`src/rtl/NVP_v1_constants.sv`:
```
// NVP_v1_constants: fixed-point widths shared across the NVP datapath
package NVP_v1_constants;
    localparam int DATA_WIDTH        = 16;
    localparam int HALF_DATA_WIDTH   = 8;
    localparam int UNQUANTIZED_WIDTH = 48;
endpackage

```
`src/rtl/NVP_v1_package.sv`:
```
// NVP_v1_package: operand/accumulator types, dequantize helper and dequantizer states
package NVP_v1_package;
    import NVP_v1_constants::*;
    typedef logic [DATA_WIDTH-1:0]        data_t;
    typedef logic [UNQUANTIZED_WIDTH-1:0] unquantized_t;
    typedef enum logic [1:0] {IDLE, LOAD, EMIT} dequant_state_t;
    // 8.8 -> 32.16: sign-extend, then align the binary point; always exact
    function automatic unquantized_t f_dequantize(input data_t x);
        return {{(UNQUANTIZED_WIDTH-DATA_WIDTH-HALF_DATA_WIDTH){x[DATA_WIDTH-1]}}, x, {HALF_DATA_WIDTH{1'b0}}};
    endfunction
endpackage

```
`src/rtl/nvp_bias_dequantizer.sv`:
```
// nvp_bias_dequantizer: unpacks words of 8.8 operands and streams them out as 32.16 accumulator preloads
module nvp_bias_dequantizer
    import NVP_v1_constants::*, NVP_v1_package::*;
#(
    parameter int WORD_LANES  = 4,
    parameter int COUNT_WIDTH = 16
) (
    input  logic                             clk,
    input  logic                             rst,
    input  logic                             cfg_start,
    input  logic [COUNT_WIDTH-1:0]           cfg_num_values,
    output logic                             busy,
    output logic                             done,
    input  logic [WORD_LANES*DATA_WIDTH-1:0] s_data,
    input  logic                             s_valid,
    output logic                             s_ready,
    output logic [UNQUANTIZED_WIDTH-1:0]     m_data,
    output logic                             m_valid,
    input  logic                             m_ready,
    output logic                             m_last
);
    localparam int LW = WORD_LANES > 1 ? $clog2(WORD_LANES) : 1;
    dequant_state_t state, state_nx;
    logic [COUNT_WIDTH-1:0] cnt, num, cnt_inc;
    logic [LW-1:0] lane, lane_nx;
    logic [WORD_LANES*DATA_WIDTH-1:0] word;
    unquantized_t data_q;
    logic done_q, is_last, lane_last, zero_start;
    assign cnt_inc    = cnt + COUNT_WIDTH'(1);
    assign lane_nx    = lane + LW'(1);
    assign is_last    = cnt_inc == num;
    assign lane_last  = lane == LW'(WORD_LANES-1);
    assign zero_start = state == IDLE && cfg_start && cfg_num_values == '0;
    assign busy    = state != IDLE;
    assign s_ready = state == LOAD;
    assign m_valid = state == EMIT;
    assign m_last  = state == EMIT && is_last;
    assign m_data  = data_q;
    assign done    = done_q;
    always_comb begin
        state_nx = state;
        if (state == IDLE && cfg_start && !zero_start) state_nx = LOAD;
        else if (state == LOAD && s_valid) state_nx = EMIT;
        else if (state == EMIT && m_ready && (is_last || lane_last)) state_nx = is_last ? IDLE : LOAD;
    end
    always_ff @(posedge clk) begin
        if (rst) state <= IDLE;
        else state <= state_nx;
    end
    always_ff @(posedge clk) begin
        if (rst) begin
            cnt    <= '0;
            num    <= '0;
            lane   <= '0;
            word   <= '0;
            data_q <= '0;
            done_q <= 1'b0;
        end else begin
            done_q <= zero_start || (state == EMIT && m_ready && is_last);
            if (state == IDLE && cfg_start) begin
                num  <= cfg_num_values;
                cnt  <= '0;
                lane <= '0;
            end
            if (state == LOAD && s_valid) begin
                word   <= s_data;
                lane   <= '0;
                data_q <= f_dequantize(s_data[DATA_WIDTH-1:0]);
            end
            // leftover lanes of a short final word are simply never selected
            if (state == EMIT && m_ready) begin
                cnt <= cnt_inc;
                if (!is_last && !lane_last) begin
                    lane   <= lane_nx;
                    data_q <= f_dequantize(word[lane_nx*DATA_WIDTH +: DATA_WIDTH]);
                end
            end
        end
    end
endmodule

```
`config.mk`:
```
export PLATFORM = sky130hd
export DESIGN_NAME = nvp_bias_dequantizer
export DESIGN_NICKNAME = d
export VERILOG_FILES = /design/src/rtl/NVP_v1_constants.sv /design/src/rtl/NVP_v1_package.sv /design/src/rtl/nvp_bias_dequantizer.sv
export SDC_FILE = /design/constraint.sdc
export NUM_CORES = 1
export LEC_CHECK = 0
export CORE_MARGIN = 1.5
export CORE_UTILIZATION = 25
export CTS_BUF_LIST = sky130_fd_sc_hd__clkbuf_8
export DETAILED_ROUTE_END_ITERATION = 8
export HOLD_SLACK_MARGIN = 0.08
export PLACE_DENSITY = 0.43
export SYNTH_ARGS = -nofsm -noshare
export SYNTH_HDL_FRONTEND = slang
export SYNTH_SLANG_ARGS = --single-unit
```
`constraint.sdc`:
```
create_clock -name clk -period 3.65 [get_ports clk]
set_input_delay 0.73 -clock clk [delete_from_list [all_inputs] [get_ports clk]]
set_output_delay 0.73 -clock clk [all_outputs]
set_load 0.02 [all_outputs]
```
==> flow_summary.toml, run 1 <==
[run_status]
status = "completed"

[yosys]
synth.distinct_cells = 52
avgSynthCellArea_um2 = 8.57
yosys_warnings = 0
synth_top_area_share_pct = 46.6
ys_top_cells_by_area = "dfxtp_1 (47%), nand2_1 (12%), a21oi_1 (8.1%)"
yosys.area.top_type = "dfxtp_1"
ys_ff_latch = 149
ys_seq_area_share_pct = 46.6
synth_edf_count = 0
synth_fp_nets = 834
netlist_instances = 747
syn_area_um2 = 6400
synthArstFlopShare_pct = 0
synth_ff_type = "dfxtp_1"

[finish]
fin_nets = 958
antenna_cells = 0
final_cell_area_um2 = 8620
final_cell_mix = "nand2_1 (198), dfxtp_1 (144), clkdlybuf4s50_1 (135)"
areaGrowthSynthToFinish_pct = 34.6
mostFrequentLayoutCell = "nand2_1"
final_layout_size_suffix_gt1_share_pct = 13.0
n_fill_cell = 2682

[setup_path]
critical_path_class = "reg -> out"
required_ns = 2.92
startpoint_type = "flip-flop"
reg2reg_depth = 8
critPathMaxFanout = 6
cpPeakStageDelay_ns = 0.46
endpoint_kind = "output port"
path_cells = "nand4_2 > or3_4 > buf_4 > a21oi_1 > o31ai_2 > nor4_2 > and2_1 > clkdlybuf4s15_2"
worstPathArrival_ns = 2.76
slowest_stage = "or3_4"

[floorplan]
core.rowCount = 58
start_util_pct = 25.4
dieArea_um2 = 26600
core_um2 = 25200
die-height_um = 163
die-width_um = 163
io_pins = 138

[placed_design]
placed_cell_area_um2 = 8150
dp_hpwl_mm = 13.0
portBuffers = 137
dp_slack_ns = 0.171
gp_congestion = 0.785

[min_path]
hp-class = "reg -> reg"
hold_path_depth = 2

[sta]
period_minus_slack_ns = 3.49
rsz0062_at_grt = "no"
fin_setup_tns_ns = 0
slew_headroom_pct = 35.5
max_freq_ghz = 0.287
fin_skew_ns = 0.0204
drv_slew = 0
hold_viol = 0
setup_viol = 0
setup_slack_ns = 0.160
fin_crit_sh_pct = 95.6
hold_slack_ns = 0.456
tightest_slew_ns = 0.968

[global_route]
grt_overflow = 0
grt_pass1_wl_mm = 30.4
grt_pass1_vias = 5517
grt_max_degree = 51
grt_antenna_before_repair = 0
grtUsageTotal_pct = 14.8

[job]
cap_violations = 0

[cts]
clockRootBuffer = "clkbuf_8"
htreeDepth = 4
cts_buffer_depth = 2
cts_tree = "yes"
clock-sinks = 149
path_clk_slew_ns = 0.09
postCtsHoldBufs = 0
cts_buffers = 17
clkLatencyLatePin_ns = 0.46

[power]
power_density_nw_per_um2 = 426
ir_drop_uv = 163
power.leakage_nw = 2.93

[route]
drtIter0Drc = 302
drc = 0
vias = 5661
drtPass1Iterations = 4
ant_nets = 0
wl_per_cell_um = 15.9
via_per_inst = 4.66
wl_mm = 19.3
## through the flow
| step | power (W) | instances | util [%] |
|---|---|---|---|
| 2_1_floorplan | 0.00208 | 747 | - |
| 3_5_place_dp | 0.00235 | 1181 | 32.3 |
| 6_report | 0.00367 | 1214 | 34.2 |
| 4_1_cts | 0.00374 | 1214 | 34.1 |
| 5_1_grt | 0.00387 | 1214 | 34.2 |
| 3_3_place_gp | 0.00236 | 1181 | 32.3 |
## logic make-up after synthesis
group | synth area share (%)
adders and majority gates | 0.391
DFF | 46.6
xor gates and xnor gates | 2.46
AOI/OAI and AO/OA | 19.3
and+or+nand+nor | 21.3
muxes | 5.63
buffers and inverters | 4.28
## routing by layer
layer	up-vias	global-route usage [%]	share of wire (%)
met1	2686	20.4	49
met3	13	3.71	4.3
met4	0	3.46	0.90
met2	115	23.1	45
met5	-	0	0
li1	2847	-	-
## path summary, 6_finish.rpt
path	start	endpoint	slack, ns
worst max-delay path	cnt[10]$_SDFFE_PP0P_	m_last	0.16
worst min register to register	word[32]$_SDFFE_PP0P_	word[32]$_SDFFE_PP0P_	0.46
worst min-delay path	word[32]$_SDFFE_PP0P_	word[32]$_SDFFE_PP0P_	0.46
worst max register to register	cnt[10]$_SDFFE_PP0P_	lane[1]$_SDFF_PP0_	0.76
## cell usage after synthesis (all sizes together), types with 3 or more instances
cell type  count
clkbuf        42
inv            4
mux4          16
a31oi          4
nor2          25
and3          13
nand3         12
a21oi        123
or4            4
a211oi        16
o21ai         14
xor2           7
o31ai          5
xnor2         11
nor2b          3
and2           5
nand4          5
buf           15
or3            3
dfxtp        149
nand2        199
a311oi         4
nor4           9
nor3          18
a21boi        17
## registers in the layout (all words and copies together), names as in the netlist
| name | count |
|---|---|
| word | 64 |
| lane | 2 |
| cnt | 16 |
| m_data | 48 |
| state | 2 |
| num | 16 |
| done | 1 |
## critical path, delay by kind of cell (launching register included)
kind | cells | cell delay [ns]
AND/OR/NAND/NOR | 4 | 1.21
buffers and inverters | 2 | 0.42
flip-flops | 1 | 0.40
AO/OA/AOI/OAI | 2 | 0.27
## what timing repair did
| item | in CTS | in global routing |
|---|---|---|
| pin swaps | 1 | 2 |
| gates resized for setup | 7 | 10 |
| setup endpoints to repair | 1 | 1 |
| setup buffers | 1 | 0 |
## layout make-up
type	count	area (µm²)	area share [%]
clock buffers	18	248	2.87
clock inverters	14	163	1.89
inverters	4	15.0	0.174
multi-input cells	537	3200	37.2
flip-flops and latches	149	2990	34.7
well taps	330	413	4.79
repair buffers	162	1590	18.4
## power by group
| group | internal [W] | switching, W |
|---|---|---|
| Combinational | 0.000258 | 0.000297 |
| Sequential | 0.00171 | 0.0000510 |
| Clock | 0.000645 | 0.000715 |
No activity file was read; power rests on OpenSTA's default activity.
==> run 2, diff against run 1 <==
PLACE_DENSITY = 0.45   (was 0.43)
clock period = 3.2 ns   (was 3.65 ns; I/O delays follow)
==> run 2 against run 1 <==
  * Combinational power rose by 17%
  * Largest power group unchanged
  * Critical endpoint unchanged
  * Critical path depth rose by 1
  * Global-route usage rose by 0.20 points
  * Largest cell class unchanged
  * Critical path type unchanged
  * Clock power rose by 17%
==> flow_summary.toml, run 2 (synthesis results as in run 1) <==
[power]
power_density_nw_per_um2 = 478
ir_drop_uv = 225
power_w = 0.00425
power.leakage_nw = 3.10

[sta]
fin_crit_sh_pct = 96.0
period_minus_slack_ns = 3.07
fin_skew_ns = 0.0249
drv_slew = 0
fin_setup_tns_ns = 0
max_freq_ghz = 0.326
slew_headroom_pct = 58.5
tightest_slew_ns = 0.622
setup_viol = 0
setup_slack_ns = 0.129
hold_viol = 0

[floorplan]
io_pins = 138
core_um2 = 25200
dieArea_um2 = 26600
die-height_um = 163
core.rowCount = 58
die-width_um = 163
start_util_pct = 25.4

[min_path]
holdPathEnd = "word[39]$_SDFFE_PP0P_"
hp-start = "word[39]$_SDFFE_PP0P_"
hp-class = "reg -> reg"
hold_path_depth = 2

[route]
ant_nets = 0
drc = 0
drtIter0Drc = 345
via_per_inst = 4.67
vias = 5773
wl_mm = 19.5
drtPass1Iterations = 4
wl_per_cell_um = 15.8

[cts]
cts_tree = "yes"
cts_buffers = 17
cts_buffer_depth = 2
clock-sinks = 149
htreeDepth = 4
clkLatencyLatePin_ns = 0.46
postCtsHoldBufs = 0
clockRootBuffer = "clkbuf_8"
path_clk_slew_ns = 0.09

[finish]
mostFrequentLayoutCell = "nand2_1"
fin_nets = 979
top_register = "word"
areaGrowthSynthToFinish_pct = 38.8
largest_register_ffs = 64
antenna_cells = 0
final_cell_mix = "nand2_1 (198), dfxtp_1 (138), clkdlybuf4s50_1 (135)"
final_layout_size_suffix_gt1_share_pct = 16.4

[global_route]
grt_max_degree = 47
grt_antenna_before_repair = 0
grt_overflow = 0
grt_pass1_vias = 5682
grt_pass1_wl_mm = 31.2
grtUsageTotal_pct = 15.0

[setup_path]
endpoint_kind = "output port"
required_ns = 2.56
startpoint_type = "flip-flop"
critical_path_class = "reg -> out"
reg2reg_slack_ns = 0.49
rr_endpoint = "m_data[9]$_SDFF_PP0_"
reg2reg_depth = 12
worstPathArrival_ns = 2.43
critPathMaxFanout = 8
r2r_start = "cnt[6]$_SDFFE_PP0P_"

[placed_design]
gp_congestion = 0.853
dp_slack_ns = -0.0173
portBuffers = 137
dp_hpwl_mm = 13.4

[job]
cap_violations = 0

[run_status]
status = "completed"
==> run 2: cell types whose count changed in the layout (fill, tap and decap cells not counted), moves of 2 or more <==
cell / previous run / this run
clkinv_4: 1 / 3
dfxtp_2: 5 / 9
dfxtp_4: 0 / 2
inv_6: 5 / 3
clkinvlp_4: 3 / 1
dfxtp_1: 144 / 138
buf_4: 23 / 42
buf_12: 2 / 4
==> run 2: how the worst max path moves through the flow <==
stage	endpoint	depth (start not counted)	slack, ns	start
finish	m_last	9	0.13	cnt[6]$_SDFFE_PP0P_
global route	m_last	9	-0.02	cnt[6]$_SDFFE_PP0P_
CTS	m_last	7	-0.02	cnt[10]$_SDFFE_PP0P_
floorplan	m_last	8	0.15	cnt[0]$_SDFFE_PP0P_
detailed placement	m_last	8	-0.02	cnt[0]$_SDFFE_PP0P_
global placement	m_last	8	0.007	cnt[0]$_SDFFE_PP0P_
==> run 2: final cells by class <==
type	count	area, µm²
clock buffer	19	262
fill	2625	16300
multi-input combinational	537	3260
clock inverter	13	171
inverter	4	15.0
tap	330	413
sequential	149	3000
timing repair buffer	183	1770
==> run 2: through the flow <==
stage / hold WS (ns) / cell area, µm² / utilization [%] / instances
after floorplan: 0.433 / 6400 / - / 747
after global placement: 0.442 / 8300 / 33.0 / 1198
after detailed placement: 0.446 / 8300 / 33.0 / 1198
after CTS: 0.459 / 8820 / 35.0 / 1234
after global routing: 0.478 / 8890 / 35.3 / 1235
final: 0.455 / 8890 / 35.3 / 1235
==> run 2: critical path, cell delays in order, from the launching register on <==
cell     delay, ns
dfxtp_2       0.34
nand3_2       0.10
buf_4         0.16
buf_4         0.17
nor4_4        0.29
xnor2_1       0.19
o31ai_2       0.13
nor4_2        0.31
and2_1        0.18
buf_6         0.12
==> run 2: where the power goes <==
group | switching, W | internal [W] | total [W]
clock | 0.000766 | 0.000827 | 0.00159
combinational | 0.000340 | 0.000309 | 0.000649
sequential | 0.0000619 | 0.00194 | 0.00201
total | 0.00117 | 0.00308 | 0.00425
==> run 2: what timing repair did <==
| item | CTS | global route |
|---|---|---|
| buffers inserted | 4 | 1 |
| gates resized for setup | 23 | 14 |
| setup endpoints to repair | 1 | 1 |
| pin swaps | 5 | 7 |
==> run 2: layer usage <==
layer	GRT usage, %	up-vias	routed length, µm
li1	-	2903	-
met1	19.9	2716	9000
met2	24.2	141	9200
met3	3.63	13	1100
met4	4.30	0	240
met5	0	-	0
==> run 3, diff against run 2 <==
PLACE_DENSITY = 0.51   (was 0.45)
==> run 3 against run 2 <==
  * Combinational power hardly changed
  * Setup slack worse by 0.011 ns
  * Critical path depth decreased by 1
  * Power increased by 1.6%
  * Worst hold slack about the same
  * Routed wire length shrank 2.9%
  * Register-to-register slack worse by 0.03 ns
==> flow_summary.toml, run 3 (synthesis results as in run 1) <==
[run_status]
status = "completed"

[route]
drtIter0Drc = 339
drc = 0
via_per_inst = 4.69
drtPass1Iterations = 5
wl_per_cell_um = 15.4
wl_mm = 19.0
wl_met3_um = 950
wl_met1_mm = 8.79
top_layer = "met4"
ant_nets = 0
dr_wl_met2_mm = 8.97
vias = 5794

[power]
ir_drop_uv = 230
switchingPower_w = 0.00118
p_comb_share_pct = 15.1
seqPwrFrac_pct = 46.4
p_sw_share_pct = 27.2
power.leakage_nw = 3.10
power_density_nw_per_um2 = 484
clkPwrFrac_pct = 38.5
intPower_w = 0.00314

[cts]
path_clk_slew_ns = 0.08
cts_tree = "yes"
htreeDepth = 4
cts_buffer_depth = 2
clockRootBuffer = "clkbuf_8"
clkLatencyLatePin_ns = 0.45
postCtsHoldBufs = 0
clock-sinks = 149
cts_buffers = 17

[sta]
max_freq_ghz = 0.325
hold_viol = 0
period_minus_slack_ns = 3.08
slew_headroom_pct = 43.5
setup_viol = 0
drv_slew = 0
setup_slack_ns = 0.119
tightest_slew_ns = 0.847
fin_skew_ns = 0.0117
rsz0062_at_grt = "yes"
fin_crit_sh_pct = 96.3

[global_route]
grt_antenna_before_repair = 0
grt_max_degree = 55
grt_overflow = 0
grtUsageTotal_pct = 14.5
grt_pass1_wl_mm = 30.2
grt_pass1_vias = 5662

[setup_path]
worstPathArrival_ns = 2.44
required_ns = 2.56
critical_path_class = "reg -> out"
critPathMaxFanout = 4
critPathLaunch = "cnt[1]$_SDFFE_PP0P_"
r2r_start = "cnt[1]$_SDFFE_PP0P_"
slowest_stage = "or4_4"
reg2reg_depth = 9
endpoint_kind = "output port"
rr_endpoint = "m_data[23]$_SDFF_PP0_"
startpoint_type = "flip-flop"
reg2reg_slack_ns = 0.46
path_cells = "ha_4 > nand3_2 > or4_4 > a2bb2oi_2 > o2111ai_2 > nor4_4 > and2_4 > buf_6"
cpPeakStageDelay_ns = 0.50

[finish]
final_util_pct = 35.4
n_fill_cell = 2597
fin_nets = 980
final_layout_size_suffix_gt1_share_pct = 16.7
largest_register_ffs = 64
final_cell_mix = "nand2_1 (198), dfxtp_1 (135), clkdlybuf4s50_1 (135)"
areaGrowthSynthToFinish_pct = 39.3
antenna_cells = 0
top_register = "word"
mostFrequentLayoutCell = "nand2_1"

[placed_design]
portBuffers = 137
gp_congestion = 0.811
dp_slack_ns = -0.0590
dp_hpwl_mm = 13.1

[floorplan]
die-width_um = 163
io_pins = 138
die-height_um = 163
core_um2 = 25200
dieArea_um2 = 26600
core.rowCount = 58
start_util_pct = 25.4

[min_path]
hold_path_depth = 2
holdPathEnd = "word[39]$_SDFFE_PP0P_"
hp-class = "reg -> reg"
hp-start = "word[39]$_SDFFE_PP0P_"

[job]
cap_violations = 0
[run 3: layout make-up]
type                            instances  area, µm²  share of cell area [%]
Multi-Input combinational cell        537       3270                    36.7
Sequential cell                       149       3010                    33.7
Timing Repair Buffer                  184       1770                    19.8
Tap cell                              330        413                    4.63
Clock buffer                           18        248                    2.78
Clock inverter                         13        198                    2.22
Inverter                                4       15.0                   0.168
[run 3: how the worst max path moves through the flow]
stage / slack, ns / end
final: 0.12 / m_last
after global routing: -0.03 / m_last
after CTS: -0.02 / m_last
after detailed placement: -0.06 / m_last
after global placement: -0.04 / m_last
after floorplan: 0.15 / m_last
[run 3: power by group through the flow]
stage,Combinational [W],Sequential (W),Clock (W)
floorplan,0.000300,0.00208,0
global placement,0.000646,0.00205,0
detailed placement,0.000646,0.00205,0
CTS,0.000655,0.00200,0.00171
global route,0.000709,0.00202,0.00179
finish,0.000651,0.00200,0.00166
[run 3: repair_timing]
action	in CTS	in global routing
pin swaps	4	6
setup endpoints to repair	1	1
buffers inserted	1	2
gates resized for setup	27	16
[run 3: critical path: cells and delay by family (launching register included)]
family                     cells  cell delay (ns)
DFF                            1             0.37
and+or+nand+nor                4             1.05
adders and majority gates      1             0.16
buffers and inverters          1             0.11
AOI/OAI and AO/OA              2             0.31
[run 3: per-layer routing]
metal  track usage (%)  vias to the layer above
met5                 0                        -
met4              4.34                        0
met3              3.43                       17
met2              23.5                      136
met1              19.1                     2750
li1                  -                     2891
[run 3: per-stage QoR]
stage | std cells | power (W) | setup TNS (ns) | hold slack, ns | cell area, µm²
floorplan | 747 | 0.00238 | 0 | 0.433 | 6400
global placement | 1201 | 0.00269 | -0.0374 | 0.439 | 8310
detailed placement | 1201 | 0.00269 | -0.0590 | 0.443 | 8310
CTS | 1233 | 0.00437 | -0.0220 | 0.455 | 8840
global route | 1235 | 0.00451 | -0.0339 | 0.470 | 8920
finish | 1235 | 0.00431 | 0 | 0.456 | 8920
==> patch: new RTL, settings of run 1 <==
Reset style: asynchronous (`rst`), changed in 2 clocked blocks.
--- a/src/rtl/nvp_bias_dequantizer.sv
+++ b/src/rtl/nvp_bias_dequantizer.sv
@@ -43,11 +43,11 @@
         else if (state == LOAD && s_valid) state_nx = EMIT;
         else if (state == EMIT && m_ready && (is_last || lane_last)) state_nx = is_last ? IDLE : LOAD;
     end
-    always_ff @(posedge clk) begin
+    always_ff @(posedge clk or posedge rst) begin
         if (rst) state <= IDLE;
         else state <= state_nx;
     end
-    always_ff @(posedge clk) begin
+    always_ff @(posedge clk or posedge rst) begin
         if (rst) begin
             cnt    <= '0;
             num    <= '0;
Behaviour: differs if rst is asserted again (counterexample within 4 cycles, from zero or initial values and one cycle with rst high); with rst held inactive, the same outputs for 10 cycles.
==> patch against run 1 <==
Non-clock buffer count rose by 7; setup slack improved by 0.0044 ns; design area grew 6.0%; die area grew 6.4%; sequential cell count unchanged; routed wire length decreased by 0.27%; worst hold slack better by 0.022 ns; clock skew shrank 0.00078 ns; sequential share of layout area grew 6.2 points; synthesized area rose by 6.5%; highest routed layer unchanged.
Power is not compared: it rests on default switching activity, and its combinational part moved more than twofold at a synthesized area within 25%.
==> patch: results (changes against run 1) <==
R2R Setup Slk: 0.35 ns (-0.41 ns)
Slew Viols, Final: 0 (unchanged)
Clock transition at the registers of the reported paths: 0.09 ns (about the same)
Num CTS Buffers: 17 (unchanged)
RR Startpoint: cnt[5]$_DFFE_PP0P_
Fraction of registers with async set/reset: 100% (+100 points)
First-pass GRT wire length: 31.6 mm (+4.0%)
Crit-path max cell delay: 0.41 ns (-0.05 ns)
Synthesis Warnings: 0 (unchanged)
Gr usage total: 14.4% (-0.37 points)
Critical path launch point: cnt[0]$_DFFE_PP0P_
Status: complete, no violations
Arrival time at the worst endpoint: 2.76 ns (about the same)
Slew @ Worst Pin: 1.04 ns (+0.0756 ns)
Routed WL: 19.3 mm (-0.27%)
Number of global-route vias before repair: 5,758 (+4.4%)
Via count: 5,478 (-3.2%)
Final HPWL DP: 13.2 mm (+1.4%)
Max FFs per register: 64 (unchanged)
Fillcell total: 2,829 (+5.5%)
Worst path top cell family by delay: simple AND/OR/NAND/NOR gates
Post-synth top cells: nand2_1, dfrtp_1, clkbuf_1
Crit-path slowest cell: or3_1
Setup Viol. Count Final: 0 (unchanged)
Port bufs: 137 (unchanged)
Mapped Nets: 810 (-2.9%)
Main area contributors after synthesis: dfrtp_1, nand2_1, mux4_2
Critical path peak fanout: 5 (-1)
Skew final: 0.0196 ns (-0.000782 ns)
Hold Startpoint: word[49]$_DFFE_PP0P_
Fin Hold WS: 0.478 ns (+0.0220 ns)
Largest net degree at the start of global routing: 66 (+29%)
Nets@finish: 952 (-0.63%)
Clock Tree Root: clkbuf_8
Distinct cells, synth: 53 (+1.9%)
GP Congestion: 0.775 (-1.3%)
Final hold viol count: 0 (unchanged)
Drt initial violations: 309 (+2.3%)
Sequential element share of the synthesized area: 54.7% (+8.1 points)
Post-placement cell count: 1,186 (+0.42%)
TritonRoute pass-1 iters: 4 (unchanged)
Synthesized instance count: 723 (-3.2%)
Primary FF master, synth: dfrtp_1
Fraction of layout cells with a size suffix above 1: 11.7% (-1.3 points)
Finished Layout Cells: 1,219 (+0.41%)
## patch: worst register-to-register path, cell delays in order (launching register included)
cell	delay, ns
dfrtp_2	0.42
nand3_2	0.19
buf_4	0.22
o41a_1	0.42
a211oi_2	0.22
a211oi_2	0.08
o2111a_1	0.29
buf_4	0.14
buf_4	0.20
nor3_4	0.87
a21oi_1	0.11
## patch: timing repair
action / in CTS / in global routing
gates resized for setup: 4 / 10
setup endpoints to repair: 1 / 1
setup buffers: 0 / 1
pin swaps: 1 / 3
## patch: layer usage
| metal | track usage [%] | vias to the layer above | part of all wire [%] |
|---|---|---|---|
| met5 | 0 | - | 0 |
| met1 | 19.4 | 2638 | 48 |
| met2 | 23.8 | 116 | 47 |
| met3 | 3.13 | 12 | 3.7 |
| li1 | - | 2712 | - |
| met4 | 3.61 | 0 | 1.0 |
## patch: final cells by class
class / count / area (um^2) / area share, %
clock buffers: 17 / 234 / 2.56
clock inverters: 15 / 131 / 1.44
inverters: 6 / 26.3 / 0.288
multi-input cells: 522 / 2890 / 31.7
flip-flops and latches: 149 / 3730 / 40.9
well taps: 341 / 427 / 4.67
repair buffers: 169 / 1690 / 18.5
## patch: power groups by stage
stage | clock (uW) | combinational [uW] | sequential [uW]
2_1_floorplan | 0 | 1700 | 2960
4_1_cts | 1280 | 3110 | 2770
3_5_place_dp | 0 | 3100 | 2790
6_report | 1230 | 3050 | 2760
3_3_place_gp | 0 | 3070 | 2790
5_1_grt | 1350 | 3410 | 2860
## patch: final timing paths
path / to / cells after the start
setup / recovery: m_last / 8
hold / removal: word[49]$_DFFE_PP0P_ / 2
setup reg to reg: m_data[31]$_DFF_PP0_ / 10
hold reg to reg: word[49]$_DFFE_PP0P_ / 2
max in group asynchronous: m_data[40]$_DFF_PP0_ / 3
min in group asynchronous: done$_DFF_PP0_ / 2
## patch: cell families after synthesis
| kind of cell | synth area share [%] |
|---|---|
| muxes | 5.43 |
| and+or+nand+nor | 24.7 |
| AOI/OAI and AO/OA | 8.81 |
| adders and majority gates | 0.367 |
| xor gates and xnor gates | 2.44 |
| DFF | 54.7 |
| buffers and inverters | 3.58 |
## patch: per-stage QoR
stage	instance area, um^2	worst slack, ns
2_1_floorplan	6820	0.221
3_3_place_gp	8710	0.148
3_5_place_dp	8710	0.136
4_1_cts	9080	0.0294
5_1_grt	9130	0.00585
6_report	9130	0.165
